--- config.mk ---
export PLATFORM = sky130hd
export DESIGN_NAME = card_slot_scheduler
export DESIGN_NICKNAME = d
export VERILOG_FILES = /design/src/rtl/card_slot_scheduler.sv
export SDC_FILE = /design/constraint.sdc
export NUM_CORES = 1
export LEC_CHECK = 0
export BUFFER_PORTS_ARGS = -buffer_cell sky130_fd_sc_hd__buf_2
export CORE_MARGIN = 10
export CORE_UTILIZATION = 37
export CTS_CLUSTER_DIAMETER = 80
export DETAILED_ROUTE_END_ITERATION = 10
export GPL_TIMING_DRIVEN = 1
export PLACE_DENSITY_LB_ADDON = 0.1
export SYNTH_ARGS = -nofsm -noshare
export SYNTH_HDL_FRONTEND = slang
export SYNTH_SLANG_ARGS = --single-unit
--- constraint.sdc ---
create_clock -name clk -period 4.4 [get_ports clk]
set_input_delay 0.44 -clock clk [delete_from_list [all_inputs] [get_ports clk]]
set_output_delay 0.44 -clock clk [all_outputs]
set_load 0.01 [all_outputs]
--- src/rtl/card_slot_scheduler.sv ---
// Card sprite slot scheduler: double-buffered slot table, committed on vblank entry, with per-pixel hit lookup.
// Lookup outputs are registered, one cycle after hcount/vcount; wr_ready drops during COMMIT/CLEAR; optional hold_in via CARD_SCHED_HOLD_EN.
module card_slot_scheduler #(
    parameter int N_SLOTS = 8,
    parameter int CARD_W  = 64,
    parameter int CARD_H  = 96,
    parameter int ID_W    = 6
) (
    input  logic                       clk,
    input  logic                       rst,
    input  logic [10:0]                hcount_in,
    input  logic [10:0]                vcount_in,
    input  logic                       vblnk_in,
    input  logic                       wr_valid,
    output logic                       wr_ready,
    input  logic [$clog2(N_SLOTS)-1:0] wr_slot,
    input  logic [10:0]                wr_x,
    input  logic [10:0]                wr_y,
    input  logic [ID_W-1:0]            wr_id,
    input  logic                       wr_vis,
    input  logic                       clear_req,
`ifdef CARD_SCHED_HOLD_EN
    input  logic                       hold_in,
`endif
    output logic                       hit_out,
    output logic [10:0]                xpos_out,
    output logic [10:0]                ypos_out,
    output logic [ID_W-1:0]            id_out,
    output logic                       busy_out
);

    localparam int            SW       = $clog2(N_SLOTS);
    localparam logic [SW-1:0] LAST_IDX = SW'(N_SLOTS - 1);
    localparam logic [10:0]   CARD_W_L = 11'(CARD_W);
    localparam logic [10:0]   CARD_H_L = 11'(CARD_H);

    typedef struct packed {
        logic            vis;
        logic [10:0]     x;
        logic [10:0]     y;
        logic [ID_W-1:0] id;
    } slot_t;

    typedef enum logic [1:0] {
        RUN    = 2'd0,
        COMMIT = 2'd1,
        CLEAR  = 2'd2
    } state_t;

    state_t          state_q, state_d;
    logic [SW-1:0]   idx_q, idx_d;
    logic            commit_pend_q, commit_pend_d;
    logic            vblnk_prev_q, vblnk_prev_d;
    slot_t           pend_q [N_SLOTS];
    slot_t           pend_d [N_SLOTS];
    slot_t           act_q  [N_SLOTS];
    slot_t           act_d  [N_SLOTS];
    logic            hit_q, hit_d;
    logic [10:0]     xpos_q, xpos_d;
    logic [10:0]     ypos_q, ypos_d;
    logic [ID_W-1:0] id_q, id_d;

    logic vblnk_rise;
    logic hold_active;

    assign vblnk_rise = vblnk_in && !vblnk_prev_q;

`ifdef CARD_SCHED_HOLD_EN
    assign hold_active = hold_in;
`else
    assign hold_active = 1'b0;
`endif

    // Control FSM and table updates
    always_comb begin
        state_d       = state_q;
        idx_d         = idx_q;
        commit_pend_d = commit_pend_q;
        vblnk_prev_d  = vblnk_in;
        pend_d        = pend_q;
        act_d         = act_q;
        wr_ready      = 1'b0;

        case (state_q)
            RUN: begin
                wr_ready = !rst && !clear_req;
                if (wr_valid && wr_ready) begin
                    pend_d[wr_slot] = '{vis: wr_vis, x: wr_x, y: wr_y, id: wr_id};
                end
                if (clear_req) begin
                    state_d = CLEAR;
                    idx_d   = '0;
                    if (vblnk_rise) begin
                        commit_pend_d = 1'b1;
                    end
                end else if (hold_active) begin
                    // Defer the swap so a multi-slot deal lands in a single frame.
                    if (vblnk_rise) begin
                        commit_pend_d = 1'b1;
                    end
                end else if (vblnk_rise || commit_pend_q) begin
                    state_d       = COMMIT;
                    idx_d         = '0;
                    commit_pend_d = 1'b0;
                end
            end

            COMMIT: begin
                act_d[idx_q] = pend_q[idx_q];
                idx_d        = idx_q + SW'(1);
                if (idx_q == LAST_IDX) begin
                    state_d = RUN;
                    idx_d   = '0;
                end
            end

            CLEAR: begin
                pend_d[idx_q].vis = 1'b0;
                idx_d             = idx_q + SW'(1);
                if (vblnk_rise) begin
                    commit_pend_d = 1'b1;
                end
                if (idx_q == LAST_IDX) begin
                    state_d = RUN;
                    idx_d   = '0;
                end
            end

            default: begin
                state_d = RUN;
                idx_d   = '0;
            end
        endcase
    end

    // Pixel lookup; ascending scan lets the highest-index hit win.
    always_comb begin
        logic [10:0] dx;
        logic [10:0] dy;
        dx     = '0;
        dy     = '0;
        hit_d  = 1'b0;
        xpos_d = '0;
        ypos_d = '0;
        id_d   = '0;
        for (int i = 0; i < N_SLOTS; i++) begin
            dx = hcount_in - act_q[i].x;
            dy = vcount_in - act_q[i].y;
            if (act_q[i].vis && (dx < CARD_W_L) && (dy < CARD_H_L)) begin
                hit_d  = 1'b1;
                xpos_d = act_q[i].x;
                ypos_d = act_q[i].y;
                id_d   = act_q[i].id;
            end
        end
    end

    always_ff @(posedge clk) begin
        if (rst) begin
            state_q       <= RUN;
            idx_q         <= '0;
            commit_pend_q <= 1'b0;
            vblnk_prev_q  <= 1'b0;
            for (int i = 0; i < N_SLOTS; i++) begin
                pend_q[i] <= '0;
                act_q[i]  <= '0;
            end
            hit_q  <= 1'b0;
            xpos_q <= '0;
            ypos_q <= '0;
            id_q   <= '0;
        end else begin
            state_q       <= state_d;
            idx_q         <= idx_d;
            commit_pend_q <= commit_pend_d;
            vblnk_prev_q  <= vblnk_prev_d;
            pend_q        <= pend_d;
            act_q         <= act_d;
            hit_q         <= hit_d;
            xpos_q        <= xpos_d;
            ypos_q        <= ypos_d;
            id_q          <= id_d;
        end
    end

    assign hit_out  = hit_q;
    assign xpos_out = xpos_q;
    assign ypos_out = ypos_q;
    assign id_out   = id_q;
    assign busy_out = (state_q != RUN);

endmodule

Yosys cells after proc, flatten, opt, wreduce, memory -nomap -nowiden
Index checks and enable logic that the tools add are counted.
{ "word_totals": {"ff_bits": 500, "input_bits": 59, "out_inout_bits": 31, "word_cells": 208} }
{ "classes": {"n_addsub": 17, "bitwise": 2, "n_lt_le_gt_ge": 20, "muxes": 59, "eq_ne": 6, "reduce_logical": 32} }
{ "ops": {"columns": ["cell", "n"], "rows": [
  ["232-bit bitwise mux", 3],
  ["232-bit one-hot mux with 2 select lines", 1],
  ["29-bit demux with 3-bit select", 3],
  ["232-bit 2-to-1 mux", 1],
  ["11-bit by 7-bit < comparator with 1-bit output, second input constant", 16],
  ["11-bit 2-to-1 mux", 16],
  ["11-bit subtractor", 16],
  ["29-bit 2-to-1 mux", 5],
  ["29-bit binary-select mux with 3-bit select", 1],
  ["6-bit 2-to-1 mux", 8],
  ["1-bit logical AND", 21],
  ["1-bit 2-to-1 mux", 12],
  ["3-bit 2-to-1 mux", 3],
  ["4-bit >= comparator, second input constant", 2],
  ["4-bit by 1-bit < comparator with 1-bit output, second input constant", 2],
  ["3-bit inverter with 4-bit output", 2],
  ["2-bit 2-to-1 mux", 3],
  ["3-bit one-hot mux with 2 select lines", 1],
  ["2-bit AND reduction", 3],
  ["2-bit one-hot mux with 2 select lines", 1],
  ["2-bit nonzero test", 2],
  ["3-bit by 1-bit adder with 3-bit output, second input constant", 1],
  ["3-bit == test, second input constant", 1],
  ["1-bit logical NOT", 3],
  ["other kinds (9)", 9]
]} }

Logic depth before layout (Yosys ltp)
{ "logic_depth": {"ltp_word": 12, "depth_mapped": 15, "mapped_depth_nobuf": 12} }

Worst setup path before layout
OpenSTA, ideal clock, no wires.
{ "synth_path": {"kind": "in2reg", "from": "input hcount_in[4]", "to": "register xpos_q[5], in the netlist xpos_out[5]", "t_required_ns": 4.256, "setup_time_ns": 0.144, "arrival_time_ns": 3.128, "slack_ns": 1.128, "stages": 13, "n_path_buf": 2, "path_cell_list": "ha_1 > a21oi_1 > o21ai_0 > a211oi_1 > mux2_2 > a2111oi_0 > nand4_1 > nor2_2 > buf_2 > buf_2 > nand3_1 > o221ai_1 > a211oi_2"} }
{ "synth_via": {"elab_chain_cells": 12, "elab_cells_between_ends": 40, "cone_classes": "add/sub: 8; order compare: 8; mux: 8; reduce/logical: 16"} }
{ "synth_rtl": {"columns": ["item", "line_no", "rtl"], "rows": [
  ["from (decl)", "11", "input logic [10:0] hcount_in,"],
  ["11-bit subtractor", "147", "dx = hcount_in - act_q[i].x;"],
  ["11-bit by 7-bit < comparator with 1-bit output", "149", "if (act_q[i].vis && (dx < CARD_W_L) && (dy < CARD_H_L)) begin"],
  ["1-bit logical AND (2 in a row)", "149", null],
  ["11-bit 2-to-1 mux (7 in a row)", "149", null],
  ["11-bit 2-to-1 mux (*)", "149", null],
  ["to (signal assigned)", "180", "xpos_q <= xpos_d;"],
  ["to (decl)", "59", "logic [10:0] xpos_q, xpos_d;"]
]} }
Mark *: on every way between the ends. The rest lies on a longest branch, timed or not.
A chain may end at the register's enable or synchronous reset.

Worst setup path in the final report
{ "layout_path": {"from": "register act_q[227] in the netlist's numbering", "to": "register xpos_q[5], in the netlist xpos_out[5]"} }
{ "layout_via": {"elab_chain_cells": 12} }
{ "layout_rtl": {"columns": ["item", "line_no", "rtl"], "rows": [
  ["from (decl)", "56", "slot_t act_q [N_SLOTS];"],
  ["from (signal assigned)", "178", "act_q <= act_d;"],
  ["11-bit subtractor", "147", null],
  ["11-bit by 7-bit < comparator with 1-bit output", "149", null],
  ["1-bit logical AND (2 in a row)", "149", null],
  ["11-bit 2-to-1 mux (8 in a row)", "149", null]
]} }
No other way between the ends.

==> results by group <==
Outcome
  – Status: finished, final reports clean

Logic synthesis
  – Post-synth top flop: dfxtp_1
  – Mapped Avg Cell Area: 7.85 sq um
  – Register area share after synthesis: 0.374
  – Mapped Nets: 3615
  – Yosys top cell area share: 0.374
  – Yosys reg bits: 500
  – Number of synthesized flops with an enable pin: 0
  – Synth area leaders: dfxtp_1 37%, nand2_1 7.8%, ha_1 7.0%
  – Yosys warnings: 0
  – Synth Cell Area: 26800 sq um
  – FFs w/ async S/R, synth: 0
  – Top cells by count, synth: 557 x nand2_1, 500 x dfxtp_1, 334 x a21oi_1
  – Distinct cell type count after synthesis: 85
  – Top-count cell post-synth: nand2_1
  – Cell count after synthesis: 3407
  – Dominant cell type by area after synthesis: dfxtp_1

Final layout
  – Final layout net count: 3553
  – Final instance area: 29900 sq um
  – Fill cells: 7352
  – Area grow syn2layout: 11.6%
  – Layout cells sized above 1: 0.0955

Power and ir drop
  – Largest vdd supply drop: 0.000337 V
  – P_leak: 9.85 nW
  – PwrDens: 404 nW/um^2

Place
  – RD Place Congestion: 0.998
  – Port buffer count: 89
  – Post-DP HPWL: 70.1 mm
  – Place WS: 0.300 ns
  – Post-DP Area: 27900 sq um

Worst hold path
  – Hold path cells: 3
  – Hold path endpoint: state_q[1]$_SDFFE_PP0P_
  – Hold Path Origin: clear_req
  – Hold crit path type: in -> reg

Global route
  – Initial antenna violation count: 7
  – Largest net degree at the start of global routing: 207
  – Global-route wire length before repair: 154 mm
  – Total GRT Usage: 0.240
  – Vias in the first global route: 23.9k
  – GRT overflow: 0

Floorplan
  – Row count: 98
  – Chip height: 289 microns
  – Die Wd: 289 microns
  – Initial core utilization: 0.374
  – Top-Level Pins: 90
  – Core area: 71600 sq um
  – Die footprint: 83500 sq um

STA
  – Hold Violations, Final: 0
  – TNS Setup: 0 ns
  – Post-layout minimum cycle time: 3.93 ns
  – Final Skew: 0.0208 ns
  – Tcrit/Tclk final: 0.892
  – Final setup viols: 0
  – Max Slew Vio Count: 0
  – Worst setup margin: 0.475 ns
  – Worst slew pin tran: 1.23 ns
  – RSZ-0062 raised after global routing: false
  – Fmax: 255 MHz
  – Max-slew headroom: 0.177

Clocking
  – Number of gates resized after cts: 0
  – Skew-Pair Late Insertion Delay: 0.64 ns
  – Hold Buf Count CTS: 0
  – CTS Sinks: 500
  – Clock root buffer: clkbuf_16
  – Clk pin slew, worst setup/hold paths: 0.06 ns
  – Post-CTS Setup Inserts: 0
  – Max clock buf depth: 3
  – CTS tree: yes
  – H-tree depth: 2
  – TritonCTS Buffers: 57

Detailed routing
  – DR vias: 25.1k
  – Initial drt markers: 2254
  – Detailed Routing Iterations Pass 1: 6
  – Post-DR vias/cell: 5.79
  – Per-cell routed wire length: 23.9 microns
  – DRC errors left: 0
  – Total wire length after detailed routing: 104 mm
  – Post-route antenna net violation count: 0

Setup path
  – Crit path kind: reg -> reg
  – CP Capture Type: register
  – Reg2Reg Depth: 13
  – R2r endpoint: xpos_out[5]$_SDFF_PP0_
  – Crit path DAT: 4.46 ns
  – R2R setup slack: 0.47 ns
  – Crit start category: register
  – Critical path required time: 4.93 ns
  – Crit path from: act_q[227]$_SDFFE_PP0P_
  – R2R Path Start: act_q[227]$_SDFFE_PP0P_
  – CP max FO: 18

Job
  – MaxCap Viol Count: 0
-- cell usage in the layout, fill, tap and decap left out, types with 19 or more instances in the layout --
cell       count
a22oi_1       63
nor2b_1       26
o221ai_1      21
ha_1         149
and3_1        39
a31oi_1       24
a211oi_1     248
dfxtp_1      500
nor2_1       310
nor3_1        33
a221oi_1      33
a221o_1       22
a21o_1        25
nand2b_1      36
o21ai_0       69
clkbuf_16     58
o211ai_1      31
xnor2_1       19
nand2_1      557
a21oi_1      334
inv_1        188
a22o_1        31
buf_4         70
nand3_1       52
buf_2         88
-- metal layers --
layer	share of wire	global-route usage
met1	0.44	0.315
met2	0.47	0.405
met3	0.059	0.0279
met4	0.030	0.0760
met5	0.00059	0
-- power by group --
part / switching [W] / internal [W]
combinational: 0.00148 / 0.000722
sequential: 0.000133 / 0.00470
clock: 0.00204 / 0.00300
total: 0.00365 / 0.00842
-- area by class of cell --
cell class / count / area, sq um / area share
inverters: 188 / 706 / 0.0236
multi-input cells: 2435 / 14900 / 0.499
clock buffers: 85 / 1720 / 0.0577
repair buffers: 163 / 1060 / 0.0355
flip-flops and latches: 500 / 10000 / 0.335
clock inverters: 20 / 262 / 0.00876
diodes: 1 / 2.50 / 0.0000838
well taps: 950 / 1190 / 0.0398
-- metrics by stage --
stage	power, W	instances	util	hold slack, ns
2_1_floorplan	0.00635	3407	-	0.436
4_1_cts	0.0121	4341	0.417	0.0393
3_3_place_gp	0.00704	4236	0.389	0.441
3_5_place_dp	0.00709	4236	0.389	0.446
5_1_grt	0.0126	4342	0.417	0.107
6_report	0.0121	4342	0.417	0.0718
-- worst max-delay path by stage --
stage / to / slack (ns) / depth (start not counted)
6_report: xpos_out[5]$_SDFF_PP0_ / 0.47 / 13
5_1_grt: xpos_out[8]$_SDFF_PP0_ / 0.42 / 13
4_1_cts: xpos_out[5]$_SDFF_PP0_ / 0.68 / 14
3_5_place_dp: xpos_out[5]$_SDFF_PP0_ / 0.30 / 14
3_3_place_gp: xpos_out[7]$_SDFF_PP0_ / 0.42 / 14
2_1_floorplan: xpos_out[5]$_SDFF_PP0_ / 1.13 / 13
-- cells by family after synthesis --
logic type,share of synthesized area
AO/OA/AOI/OAI,0.272
flip-flops,0.374
AND/OR/NAND/NOR,0.192
buffers and inverters,0.0716
XOR/XNOR,0.0118
adder cells (fa/ha/maj),0.0697
multiplexers,0.00893
-- registers in the layout, summed over array words and instances (netlist names) --
| name | cells |
|---|---|
| xpos_out | 11 |
| pend_q | 232 |
| vblnk_prev_q | 1 |
| state_q | 2 |
| id_out | 6 |
| ypos_out | 11 |
| act_q | 232 |
| hit_out | 1 |
| idx_q | 3 |
| commit_pend_q | 1 |
-- worst max-delay path, stage by stage (launching register included) --
cell and delay [ns]:
dfxtp_1 0.31, inv_1 0.24, ha_1 0.36, a21oi_1 0.33
o2111ai_1 0.26, a2111oi_0 0.39, and4_1 0.25, nand3_1 0.17
nor4b_1 0.44, nand2b_1 0.11, buf_4 0.27, o211a_1 0.25
a211o_1 0.23, a211oi_2 0.20
(Power assumes the default switching activity.)
